$ cat src/rtl/calc_scoreboard.sv
// -----------------------------------------------------------------------------
// calc_scoreboard
//   Per-port response checker for a multi-port calculator. Each port keeps a
//   small FIFO of expected {code, data} entries from the reference model.
//   Every DUV response pops the head entry and compares it against the DUV
//   output. Errors are flagged per port and counted globally.
//
// Ports
//   c_clk        sole clock, rising edge
//   reset        asynchronous active-low reset
//   cmp_en       comparison enable; low freezes all state
//   ref_resp     reference response code per port, port p at [2p+1:2p]
//   ref_data     reference output data per port, port p at [DATA_W*p +: DATA_W]
//   duv_resp     DUV response code per port, same packing as ref_resp
//   duv_data     DUV output data per port, same packing as ref_data
//   mismatch     sticky per-port compare failure (includes unexpected response)
//   overflow     sticky per-port FIFO overflow (reference entry dropped)
//   timeout      sticky per-port head-entry timeout
//   err_count    saturating total of all errors
//   match_count  saturating total of correct DUV responses
//   idle         high when every port FIFO is empty (combinational)
// -----------------------------------------------------------------------------
module calc_scoreboard #(
   parameter int N_PORTS = 4,
   parameter int DATA_W  = 32,
   parameter int DEPTH   = 4,
   parameter int TIMEOUT = 64
) (
   input  logic                      c_clk,
   input  logic                      reset,
   input  logic                      cmp_en,
   input  logic [2*N_PORTS-1:0]      ref_resp,
   input  logic [DATA_W*N_PORTS-1:0] ref_data,
   input  logic [2*N_PORTS-1:0]      duv_resp,
   input  logic [DATA_W*N_PORTS-1:0] duv_data,
   output logic [N_PORTS-1:0]        mismatch,
   output logic [N_PORTS-1:0]        overflow,
   output logic [N_PORTS-1:0]        timeout,
   output logic [15:0]               err_count,
   output logic [15:0]               match_count,
   output logic                      idle
);

   localparam int PTR_W = $clog2(DEPTH);
   localparam int ENT_W = DATA_W + 2;
   localparam int TMR_W = $clog2(TIMEOUT + 1);

   typedef enum logic {
      S_EMPTY,
      S_WAIT
   } port_state_t;

   logic [N_PORTS-1:0] port_empty;
   logic [N_PORTS-1:0] port_err;
   logic [N_PORTS-1:0] port_match;

   for (genvar p = 0; p < N_PORTS; p++) begin : g_port
      logic [ENT_W-1:0]  mem [DEPTH];
      logic [PTR_W:0]    wr_ptr, rd_ptr, wr_ptr_nxt, rd_ptr_nxt;
      logic [TMR_W-1:0]  timer;
      port_state_t       state;
      logic              mismatch_q, overflow_q, timeout_q;

      logic [1:0]        r_code, d_code;
      logic [DATA_W-1:0] r_data, d_data;
      logic              push, resp, empty, full;
      logic              bypass, unexpected, head_pop, expire, drop;
      logic              push_ok, rd_pop, code_ok, cmp_pass, cmp_fail;
      logic [ENT_W-1:0]  head, cand;

      assign r_code = ref_resp[2*p +: 2];
      assign d_code = duv_resp[2*p +: 2];
      assign r_data = ref_data[DATA_W*p +: DATA_W];
      assign d_data = duv_data[DATA_W*p +: DATA_W];

      // The extra pointer MSB tells full (MSBs differ) from empty (equal).
      assign empty = (wr_ptr == rd_ptr);
      assign full  = (wr_ptr[PTR_W] != rd_ptr[PTR_W]) &&
                     (wr_ptr[PTR_W-1:0] == rd_ptr[PTR_W-1:0]);

      assign push = cmp_en && (r_code != 2'd0);
      assign resp = cmp_en && (d_code != 2'd0);

      // Response on an empty FIFO either checks the same-cycle reference
      // entry directly (bypass) or is an unexpected response.
      assign bypass     = resp && empty && push;
      assign unexpected = resp && empty && !push;
      assign head_pop   = resp && !empty;

      // A pop in the same cycle resets the timer, so it pre-empts expiry.
      assign expire = cmp_en && (state == S_WAIT) && !resp &&
                      (timer == TMR_W'(TIMEOUT - 1));

      // A head pop or expiry frees a slot, so a push on full still fits.
      assign drop    = push && !bypass && full && !head_pop && !expire;
      assign push_ok = push && !bypass && !drop;
      assign rd_pop  = head_pop || expire;

      assign head    = mem[rd_ptr[PTR_W-1:0]];
      assign cand    = bypass ? {r_code, r_data} : head;
      // Data only carries meaning on a success code.
      assign code_ok = (cand[ENT_W-1 -: 2] == d_code) &&
                       ((d_code != 2'd1) || (cand[DATA_W-1:0] == d_data));
      assign cmp_pass = (bypass || head_pop) && code_ok;
      assign cmp_fail = (bypass || head_pop) && !code_ok;

      assign wr_ptr_nxt = wr_ptr + {{PTR_W{1'b0}}, push_ok};
      assign rd_ptr_nxt = rd_ptr + {{PTR_W{1'b0}}, rd_pop};

      // NOTE: FIFO storage has no reset; the pointers alone define validity.
      always_ff @(posedge c_clk) begin
         if (push_ok) mem[wr_ptr[PTR_W-1:0]] <= {r_code, r_data};
      end

      // NOTE: sequential state uses non-blocking assignments only.
      always_ff @(posedge c_clk or negedge reset) begin
         if (!reset) begin
            wr_ptr     <= '0;
            rd_ptr     <= '0;
            timer      <= '0;
            state      <= S_EMPTY;
            mismatch_q <= 1'b0;
            overflow_q <= 1'b0;
            timeout_q  <= 1'b0;
         end else if (cmp_en) begin
            wr_ptr <= wr_ptr_nxt;
            rd_ptr <= rd_ptr_nxt;
            if (cmp_fail || unexpected) mismatch_q <= 1'b1;
            if (drop)                   overflow_q <= 1'b1;
            if (expire)                 timeout_q  <= 1'b1;
            case (state)
               S_EMPTY: begin
                  timer <= '0;
                  if (push_ok) state <= S_WAIT;
               end
               S_WAIT: begin
                  if (wr_ptr_nxt == rd_ptr_nxt) begin
                     state <= S_EMPTY;
                     timer <= '0;
                  end else if (rd_pop) begin
                     timer <= '0;
                  end else begin
                     timer <= timer + 1'b1;
                  end
               end
               default: begin
                  state <= S_EMPTY;
                  timer <= '0;
               end
            endcase
         end
      end

      assign mismatch[p]   = mismatch_q;
      assign overflow[p]   = overflow_q;
      assign timeout[p]    = timeout_q;
      assign port_empty[p] = empty;
      assign port_err[p]   = cmp_fail || unexpected || drop || expire;
      assign port_match[p] = cmp_pass;
   end

   // Global counters: sum all per-port events of the cycle, then saturate
   // using the 17th bit as the carry-out.
   logic [16:0] err_nxt, match_nxt;

   always_comb begin
      // NOTE: defaults first so every path assigns and no latch is inferred.
      err_nxt   = {1'b0, err_count};
      match_nxt = {1'b0, match_count};
      for (int i = 0; i < N_PORTS; i++) begin
         err_nxt   = err_nxt + {16'd0, port_err[i]};
         match_nxt = match_nxt + {16'd0, port_match[i]};
      end
   end

   always_ff @(posedge c_clk or negedge reset) begin
      if (!reset) begin
         err_count   <= '0;
         match_count <= '0;
      end else if (cmp_en) begin
         err_count   <= err_nxt[16] ? 16'hFFFF : err_nxt[15:0];
         match_count <= match_nxt[16] ? 16'hFFFF : match_nxt[15:0];
      end
   end

   assign idle = &port_empty;

endmodule

$ cat config.mk
export PLATFORM = sky130hd
export DESIGN_NAME = calc_scoreboard
export DESIGN_NICKNAME = d
export VERILOG_FILES = /design/src/rtl/calc_scoreboard.sv
export SDC_FILE = /design/constraint.sdc
export NUM_CORES = 1
export LEC_CHECK = 0
export CAP_MARGIN = 15
export CORE_MARGIN = 3
export CORE_UTILIZATION = 51
export DETAILED_ROUTE_END_ITERATION = 12
export GPL_ROUTABILITY_DRIVEN = 0
export PLACE_DENSITY = 0.8
export SYNTH_ARGS = -nofsm -noshare
export SYNTH_HDL_FRONTEND = slang
export SYNTH_SLANG_ARGS = --single-unit
$ cat constraint.sdc
create_clock -name c_clk -period 5.4 [get_ports c_clk]
set_clock_uncertainty 0.2 [all_clocks]
set_input_delay 0.54 -clock c_clk [delete_from_list [all_inputs] [get_ports c_clk]]
set_output_delay 0.54 -clock c_clk [all_outputs]
set_load 0.005 [all_outputs]
Yosys cells after proc, flatten, opt, wreduce, memory -nomap -nowiden --
Memory sizes are Yosys's and may differ from the RTL's. Index checks and enable logic that the tools add are counted.
Operators by class: add/sub/neg operators 20, eq/ne operators 32, muxes and demuxes 34, bitwise operators 4, reduce and logical (&&, ||, !) cells 149
Operator list (number):
- 34-bit two-way mux | 4
- 32-bit equality test | 4
- 17-bit by 1-bit adder with 17-bit output | 6
- 1-bit logical AND | 72
- 7-bit two-way mux | 8
- 7-bit case mux with 2 select lines | 4
- 16-bit by 1-bit adder with 17-bit output | 2
- 1-bit zero test | 32
- 16-bit two-way mux | 2
- 7-bit by 1-bit adder with 7-bit output, second input constant | 4
- 7-bit by 6-bit equality test with 1-bit output, second input constant | 4
- 3-bit by 1-bit adder with 3-bit output | 8
- 3-bit equality test | 8
- 1-bit logical OR | 24
- 2-bit AND reduction | 12
- 2-bit equality test | 8
- 2-bit nonzero test | 8
- 1-bit two-way mux | 12
- 2-bit by 1-bit inequality test with 1-bit output, second input constant | 4
- 1-bit case mux with 2 select lines | 4
- 1-bit inequality test | 4
- 1-bit NOT | 4
- 4-bit AND reduction | 1
Word-level totals: flip-flop bits (word level) 100, RAM bits 544, input bits 275, output and inout port bits 45, logic and storage cells 273, memories 4
Memories:
- g_port[0].mem | depth 4, bits a word 34, read ports 1, clocked after Yosys merged registers in 0, wr ports 1, line 58 | logic [ENT_W-1:0] mem [DEPTH];
- g_port[1].mem | depth 4, bits a word 34, read ports 1, clocked after Yosys merged registers in 0, wr ports 1, line 58
- g_port[2].mem | depth 4, bits a word 34, read ports 1, clocked after Yosys merged registers in 0, wr ports 1, line 58
- g_port[3].mem | depth 4, bits a word 34, read ports 1, clocked after Yosys merged registers in 0, wr ports 1, line 58

Depth between registers and ports, before layout --
Gate-level depths: netlist of run 1.
word-level depth 18, mapped depth 23, mapped depth without buffers 18

Least setup slack after synthesis of run 1 --
Ideal clock, no wire load.
kind input-to-reg, from in cmp_en, to mem g_port[1].mem[0][0] (netlist bit), enable pin, setup time 0.475 ns, arrival time 4.585 ns, required time 4.725 ns, slack 0.140 ns, stages on the path 7, buffers on the path 2, cells stage by stage clkbuf_1 -> clkbuf_1 -> nand2_1 -> nor4_1 -> nor2_1 -> nor3_1 -> nor3b_1
On the way: word-level cells in the longest chain between the ends 12, elaborated cells on any way between the ends 20, those cells by class 2 x mux; 18 x reduce/logical
Ends and longest elaborated chain:
- start, declared | line 31 | input logic cmp_en,
- 1-bit logical AND | line 82 | assign resp = cmp_en && (d_code != 2'd0);
- 1-bit logical AND (2 in a row) | line 86 | assign bypass = resp && empty && push;
- 1-bit zero test | line 95, 96
- 1-bit logical AND | line 95, 96
- 1-bit logical AND (3 in a row) | line 95 | assign drop = push && !bypass && full && !head_pop && !expire;
- 1-bit zero test | line 96 | assign push_ok = push && !bypass && !drop;
- 1-bit logical AND (*) | line 96
- 1-bit two-way mux (*) | line 112 | if (push_ok) mem[wr_ptr[PTR_W-1:0]] <= {r_code, r_data};
- 1-bit two-way mux (implied by the code) (*) | line 112
- end, declared | line 58
Mark *: on every way between the ends. The rest lies on a longest branch, timed or not.

Worst setup path after layout of run 1 --
from reg g_port[2].rd_ptr[0], to reg match_count[15]
On the way: word-level cells in the longest chain between the ends 11, elaborated cells on any way between the ends 16, those cells by class 2 x add/sub; 3 x eq/ne; 2 x mux; 8 x reduce/logical; 1 x memory
Ends and longest elaborated chain:
- start, declared | line 59 | logic [PTR_W:0] wr_ptr, rd_ptr, wr_ptr_nxt, rd_ptr_nxt;
- start signal, assigned | line 127 | rd_ptr <= rd_ptr_nxt;
- 3-bit equality test | line 77 | assign empty = (wr_ptr == rd_ptr);
- 1-bit logical AND (2 in a row) | line 86
- 34-bit two-way mux | line 100 | assign cand = bypass ? {r_code, r_data} : head;
- 32-bit equality test | line 103 | ((d_code != 2'd1) || (cand[DATA_W-1:0] == d_data));
- 1-bit logical OR | line 103
- 1-bit logical AND | line 102 | assign code_ok = (cand[ENT_W-1 -: 2] == d_code) &&
- 1-bit logical AND (*) | line 104 | assign cmp_pass = (bypass || head_pop) && code_ok;
- 17-bit by 1-bit adder with 17-bit output (*) (2 in a row) | line 172 | match_nxt = match_nxt + {16'd0, port_match[i]};
- 16-bit two-way mux (*) | line 182 | match_count <= match_nxt[16] ? 16'hFFFF : match_nxt[15:0];
- end signal, assigned | line 182
- end, declared | line 40 | output logic [15:0] match_count,
Marked as above. A chain may end at the register's enable or synchronous reset.

==> results of run 1 <==
## power by group
group,total (mW),internal (mW),switching (mW)
registers,6.85,6.38,0.463
clock network,4.68,2.79,1.89
logic,5.99,2.87,3.13
total,17.5,12.0,5.48
## synth_stat cells, types with 10 or more instances
| library cell | n |
|---|---|
| edfxtp_1 | 544 |
| nand2_1 | 128 |
| inv_1 | 106 |
| mux4_2 | 106 |
| dfrtp_1 | 100 |
| xor2_1 | 96 |
| xnor2_1 | 92 |
| mux2i_1 | 76 |
| o21ai_0 | 57 |
| nand3_1 | 55 |
| nor2_1 | 51 |
| o22ai_1 | 42 |
| a21oi_1 | 38 |
| clkbuf_1 | 35 |
| mux2_2 | 34 |
| nor3_1 | 33 |
| nor4_1 | 32 |
| and3_1 | 23 |
| ha_1 | 22 |
| nand4_1 | 21 |
| nand2b_1 | 17 |
| buf_2 | 16 |
| a221oi_1 | 14 |
| buf_4 | 14 |
| a22oi_1 | 10 |
| a31oi_1 | 10 |
| o22a_1 | 10 |
## layout make-up
class                           instances  area share [%]
Tap cell                              756           2.575
Sequential cell                       644           51.33
Clock buffer                           92           5.110
Antenna cell                            2         0.01363
Multi-Input combinational cell       1138           26.99
Clock inverter                         31          0.9675
Inverter                              106           1.083
Timing Repair Buffer                  456           11.93
## timing repair
action / CTS / global route
gates resized for setup: 0 / 14
hold buffers: 1 / 0
buffers inserted: 0 / 6
setup endpoints to repair: 0 / 32
endpoints found under the hold margin: 60 / 0
## worst register-to-register path, stage by stage, from the launching register on
cell      delay, ns
dfrtp_2        0.57
mux4_2         0.58
and2_1         0.17
nor4b_1        0.45
nand3_1        0.12
o21ai_0        0.27
and3_1         0.20
a41o_1         0.23
nand2_1        0.15
fa_1           0.55
fa_1           0.16
inv_1          0.06
fa_1           0.40
and3_1         0.19
and2_1         0.15
and4_1         0.23
nand2b_1       0.14
mux2_2         0.27
## layer usage
layer	vias to the layer above	wire length [um]	global-route usage (%)
li1	8515	-	-
met1	9553	28450	31.15
met2	911	37210	40.90
met3	179	5544	4.811
met4	0	2217	7.942
met5	-	0	0
## per-stage QoR
step	instances	utilization (%)	power, mW	setup WS [ns]	hold WS [ns]
after detailed placement	3092	60.39	12.78	-0.2793	0.2644
final	3225	64.64	17.52	0.2097	0.2701
after global placement	3092	60.39	12.55	-0.1503	0.2582
after floorplan	1967	-	10.80	0.1397	0.04441
after global routing	3223	64.63	18.38	-0.01860	0.2957
after CTS	3216	64.34	17.52	0.06367	0.2773
## flip-flops by register name (all words and copies together), names as in the netlist
register           count
g_port.rd_ptr         12
g_port.wr_ptr         12
err_count             16
g_port.overflow_q      4
g_port.timeout_q       4
match_count           16
g_port.mem           544
g_port.mismatch_q      4
g_port.timer          28
g_port.state           4
## final timing paths
kind	startpoint	endpoint	depth (start not counted)
min in group asynchronous	reset	err_count[10]$_DFFE_PN0P_	2
max in group asynchronous	reset	g_port[3].rd_ptr[0]$_DFFE_PN0P_	3
worst max-delay path	g_port[2].rd_ptr[0]$_DFFE_PN0P_	match_count[15]$_DFFE_PN0P_	17
worst min register to register	g_port[1].timeout_q$_DFFE_PN0P_	g_port[1].timeout_q$_DFFE_PN0P_	1
worst min-delay path	g_port[1].timeout_q$_DFFE_PN0P_	g_port[1].timeout_q$_DFFE_PN0P_	1
worst max register to register	g_port[2].rd_ptr[0]$_DFFE_PN0P_	match_count[15]$_DFFE_PN0P_	17
## logic make-up after synthesis
kind of cell	Yosys count	synth area share [%]
AO/OA/AOI/OAI	264	6.072
XOR/XNOR	190	5.728
adder cells (fa/ha/maj)	28	1.340
buffers and inverters	185	2.892
flip-flops	644	63.84
multiplexers	221	12.37
AND/OR/NAND/NOR	435	7.759
==> key figures, run 1 <==
Run status
  • Status: finished clean

Synth
  • Sequential share of the synthesized area: 63.84%
  • Syn Area/Cell: about 15 sq um
  • Mapped Nets: about 2,300
  • FF+latch count, synth: 644
  • Synth Warn #: 0
  • Post-Syn Instances: roughly 2,000
  • Post-synth EDFFs: between 500 and 600
  • Async set-or-reset flop fraction in the synthesized netlist: around 16%
  • Mapped Area: 29,510 sq um
  • Ranking of synthesized cells by area: edfxtp_1 55%, dfrtp_1 8.5%, mux4_2 8.1%
  • Post-synth top flop: edfxtp_1
  • Yosys cell types: between 80 and 90
  • Share of the synthesized area in the top cell type: a little under three fifths
  • Area leader, netlist: edfxtp_1

STA
  • Achievable Freq: roughly 190 MHz
  • Fin. Hold Viols: 0
  • Slew Limit Fails: 0
  • Final cycle utilization of the critical path: between 90% and 100%
  • Endpoints failing setup: 0
  • Setup TNS: 0 ns
  • Worst rel slew slack: 46.38%
  • Tmin final: just over 5 ns
  • Worst-Margin Slew: 0.8042 ns

CTS
  • Clk buf depth: 3
  • CTS H-tree depth: 3
  • CTS Sinks: 644
  • Clk Latency, worst-skew pair: about 0.60 ns
  • Num CTS Buffers: 70
  • CTS tree: done
  • Worst-path clk slew: about 0.060 ns
  • CTS Root Cell: clkbuf_16

Drt
  • Wire per inst: about 23 um
  • DR iter-0 viols: between 2,000 and 2,500
  • DRC Markers: 0
  • Routed WL: 73.42 mm
  • Final ANT Viol Nets: 0
  • First-pass DRT Iterations: 9
  • DR vias/cell: about 5.9
  • Vias: about 19,000

Job
  • Maxcap violations: 0

Final layout
  • Filler instances: roughly 4,000
  • Multi-input gate area: around 9900 sq um
  • Area growth syn-to-layout: 24.46%
  • Nets: roughly 2,700
  • Commonest non-fill, non-tap cell in the layout: edfxtp_1
  • Final Instance Area: around 37,000 sq um
  • Commonest non-fill, non-tap cells in the layout: 544 x edfxtp_1, 317 x clkdlybuf4s50_1, 128 x nand2_1
  • Share of cells above drive strength 1: roughly 17%
  • Reg area: approximately 19,000 sq um

Power
  • Worst VDD drop: 0.0002914 V
  • PwrDens: between 400 and 500 nW/um^2
  • Pleak: roughly 13 nW

Worst setup path
  • CP startpoint kind: flop
  • Flop2flop setup slack: around 0.21 ns
  • CP endpoint kind: flop
  • CP Max Fanout: 9
  • Slowest cell on crit path: mux4_2
  • CP bufs+invs: 1
  • CP max stage delay: approximately 0.58 ns
  • WP data arrival: between 5 and 6 ns
  • Critical path class: reg -> reg
  • Critical-path cell list: mux4_2 > and2_1 > nor4b_1 > nand3_1 > o21ai_0 > and3_1 > a41o_1 > nand2_1 > fa_1 > fa_1 > inv_1 > fa_1 > and3_1 > and2_1 > and4_1 > nand2b_1 > mux2_2
  • CP dominant cell by count: fa_1
  • CP delay by family, top: simple AND/OR/NAND/NOR gates
  • Critical Path RT: ~5.7 ns

Die
  • FP Rows: a little under 90
  • Initial Utilization: between 50 and 60%
  • Die X: between 200 and 250 um
  • Chip height: roughly 250 um
  • DIE AREA: ~61,000 sq um
  • IO Pins: 320
  • Core Region: about 57,000 sq um

Global routing
  • Largest net degree at the start of global routing: 62
  • Total congestion overflow: 0
  • Initial antenna violation count: 1
  • Vias in the first global route: between 15,000 and 20,000
  • First-pass GRT wire length: around 110 mm
  • Overall Global Routing Usage: between 20% and 30%

Placement
  • HPWL after DPL: 51.07 mm
  • IO buf count: 319
  • Area post-placement: 34,320 sq um

Worst hold path
  • Worst hold path type: reg -> reg
Note: power is estimated with default switching activity, not from simulation.
==> run 2, diff against run 1 <==
Settings changed: GPL_TIMING_DRIVEN set to 0, SLEW_MARGIN set to 20.
==> run 2 against run 1 <==
Net effect:
- maximum frequency decreased by 0.31%
- total power increased by 1.7%
- critical path depth increased by 2
- flip-flop and latch count unchanged
- global-route usage increased by 1.1 points
- via count increased by 0.28%
- setup slack got worse by 0.016 ns
==> key figures, run 2 (synthesis gave the netlist of run 1 again) <==
Worst setup path
  • Reg2reg start: g_port[2].rd_ptr[0]$_DFFE_PN0P_
  • CP Max Fanout: 10 (+1)
  • Slowest cell on crit path: mux4_2
  • Flop2flop setup slack: 0.19 ns (-0.02 ns)
  • Reg2reg path depth: 19 (+2)
  • CP bufs+invs: 3 (+2)
  • CP delay by family, top: simple AND/OR/NAND/NOR gates
  • CP dominant cell by count: fa_1
  • Critical Path RT: 5.67 ns (about the same)
  • CP endpoint kind: flop
  • CP startpoint kind: flop
  • Critical-path cell list: buf_4 > buf_8 > mux4_2 > a22o_1 > a311o_1 > nor3_1 > nand3_1 > o41ai_1 > a41o_1 > nand2_1 > fa_1 > fa_1 > inv_1 > fa_1 > and3_4 > and2_4 > and4_4 > nand2b_1 > mux2_2
  • CP max stage delay: 0.55 ns (-0.03 ns)
  • WP data arrival: 5.48 ns (+0.02 ns)
  • Critical path class: reg -> reg
  • Worst R2R End: match_count[15]$_DFFE_PN0P_

STA
  • Tmin final: 5.207 ns (+0.01636 ns)
  • Endpoints failing setup: 0 (unchanged)
  • Final cycle utilization of the critical path: 96.42% (+0.30 points)
  • Slew Limit Fails: 0 (unchanged)
  • Fin worst setup slack: 0.1933 ns (-0.01636 ns)
  • Worst-Margin Slew: 0.8309 ns (+0.02670 ns)
  • Fin. Hold Viols: 0 (unchanged)
  • Achievable Freq: 192.1 MHz (-0.31%)
  • Worst rel slew slack: 44.60% (-1.8 points)

Final layout
  • Area growth syn-to-layout: 25.30%
  • Share of cells above drive strength 1: 17.24% (+0.22 points)
  • Post-layout util: 65.07% (+0.44 points)
  • Commonest non-fill, non-tap cells in the layout: 544 x edfxtp_1, 315 x clkdlybuf4s50_1, 127 x nand2_1
  • Final non-filler cell total: 3,200 (-0.78%)
  • Commonest non-fill, non-tap cell in the layout: edfxtp_1
  • Filler instances: 3,932 (-1.5%)
  • Max FFs per register: 544 (unchanged)
  • Nets: 2,693 (-0.96%)

Die
  • Initial Utilization: 51.93% (unchanged)
  • IO Pins: 320 (unchanged)
  • Core Region: 56,820 sq um (unchanged)
  • Chip height: 246.5 um (unchanged)
  • DIE AREA: 60,780 sq um (unchanged)
  • FP Rows: 87 (unchanged)
  • Die X: 246.5 um (unchanged)

Placement
  • Pre-CTS setup slack: -2.325 ns (-2.046 ns)
  • HPWL after DPL: 54.37 mm (+6.5%)
  • IO buf count: 317 (-0.63%)
  • Placed Cells incl. Taps: 3,070 (-0.71%)

Global routing
  • Total congestion overflow: 0 (unchanged)
  • Vias in the first global route: 20,190 (+2.2%)
  • Initial antenna violation count: 4 (+3)
  • Largest net degree at the start of global routing: 62 (unchanged)
  • First-pass GRT wire length: 116.9 mm (+3.6%)
  • Overall Global Routing Usage: 25.14% (+1.1 points)

Drt
  • DRC Markers: 0 (unchanged)
  • DR vias/cell: 6.003 (+1.1%)
  • Final ANT Viol Nets: 0 (unchanged)
  • Vias: 19,210 (+0.28%)
  • Wire per inst: 23.82 um (+4.6%)
  • DR iter-0 viols: 1,683 (-16%)
  • Routed WL: 76.22 mm (+3.8%)
  • First-pass DRT Iterations: 6 (-3)

Power
  • Internal: 12.16 mW (+0.97%)
  • Worst VDD drop: 0.0002815 V (-3.4%)
  • Sequential power share: 38.0% (-1.1 points)
  • Pleak: 13.29 nW (-0.27%)
  • PwrDens: 482.1 nW/um^2 (+1.1%)
  • Clock power frac: 26.5% (-0.2 points)
  • Sw Ratio: 31.82% (+0.52 points)
  • Logic pwr share: 35.5% (+1.3 points)
  • Switching power total: 5.673 mW (+3.5%)

Worst hold path
  • Worst hold path type: in -> reg
  • WHS Path Cells: 3 (+2)
  • WHS Endpoint: g_port[3].mismatch_q$_DFFE_PN0P_
  • HP Start: duv_resp[7]

CTS
  • CTS Root Cell: clkbuf_16
  • CTS H-tree depth: 3 (unchanged)
  • Clk buf depth: 3 (unchanged)
  • Num CTS Buffers: 68 (-2.9%)
  • Worst-path clk slew: 0.06 ns (about the same)
  • CTS Sinks: 644 (unchanged)
  • Clk Latency, worst-skew pair: 0.60 ns (about the same)
  • CTS tree: done

Job
  • Maxcap violations: 0 (unchanged)

Run status
  • Status: finished clean
run 2: what timing repair did:
item,in CTS,in global routing
pin swaps,6,6
gates resized for setup,87,45
setup endpoints to repair,32,26
setup buffers,7,3
hold buffers,1,0
endpoints found under the hold margin,39,0
run 2: per-layer routing:
| metal | track usage (%) | part of all wire (%) | up-vias | wire length (um) |
|---|---|---|---|---|
| li1 | - | - | 8464 | - |
| met3 | 4.669 | 7.9 | 218 | 6023 |
| met4 | 10.10 | 3.5 | 4 | 2675 |
| met2 | 42.38 | 50 | 949 | 38400 |
| met1 | 32.31 | 38 | 9576 | 29080 |
| met5 | 0 | 0.038 | - | 29 |
run 2: worst max path at each step:
stage                                          from                              to  slack (ns)  cells after the start
finish              g_port[2].rd_ptr[0]$_DFFE_PN0P_     match_count[15]$_DFFE_PN0P_        0.19                     19
global route        g_port[3].rd_ptr[0]$_DFFE_PN0P_     match_count[13]$_DFFE_PN0P_       -0.02                     20
floorplan                                    cmp_en   g_port[1].mem[0][0]$_DFFE_PP_        0.14                      7
CTS                 g_port[2].rd_ptr[0]$_DFFE_PN0P_     match_count[15]$_DFFE_PN0P_       0.002                     19
detailed placement                           cmp_en     match_count[13]$_DFFE_PN0P_       -2.33                     20
global placement                             cmp_en  g_port[3].mem[0][13]$_DFFE_PP_       -3.71                      7
run 2: power groups by stage:
stage | combinational, mW | clock, mW | sequential, mW
final | 6.33 | 4.73 | 6.77
after global routing | 6.81 | 5.01 | 6.86
after CTS | 6.21 | 4.80 | 6.76
after detailed placement | 6.00 | 0 | 6.85
after global placement | 5.61 | 0 | 6.83
after floorplan | 4.04 | 0 | 6.75
run 2: worst min-delay path, stage by stage:
cell and delay [ns]:
buf_4 0.13, nand3b_1 0.08, o221a_2 0.12
run 2: cell type report:
type,instances,area [sq um],share of cell area [%]
flip-flops and latches,644,18840,50.95
plain buffers,74,605.6,1.638
clock inverters,37,417.9,1.130
multi-input cells,1138,10130,27.40
clock buffers,85,1851,5.005
inverters,106,401.6,1.086
repair buffers,358,3779,10.22
diodes,2,5.005,0.01354
well taps,756,945.9,2.558
run 2: through the flow:
step	total power, mW	hold slack, ns	TNS, ns	cell area, sq um
CTS	17.78	0.06930	0	36780
floorplan	10.80	0.04441	0	29510
global placement	12.44	0.2592	-940.97	33630
finish	17.83	0.1052	0	36980
detailed placement	12.84	0.2541	-89.08	34220
global route	18.68	0.1047	-0.03045	36970
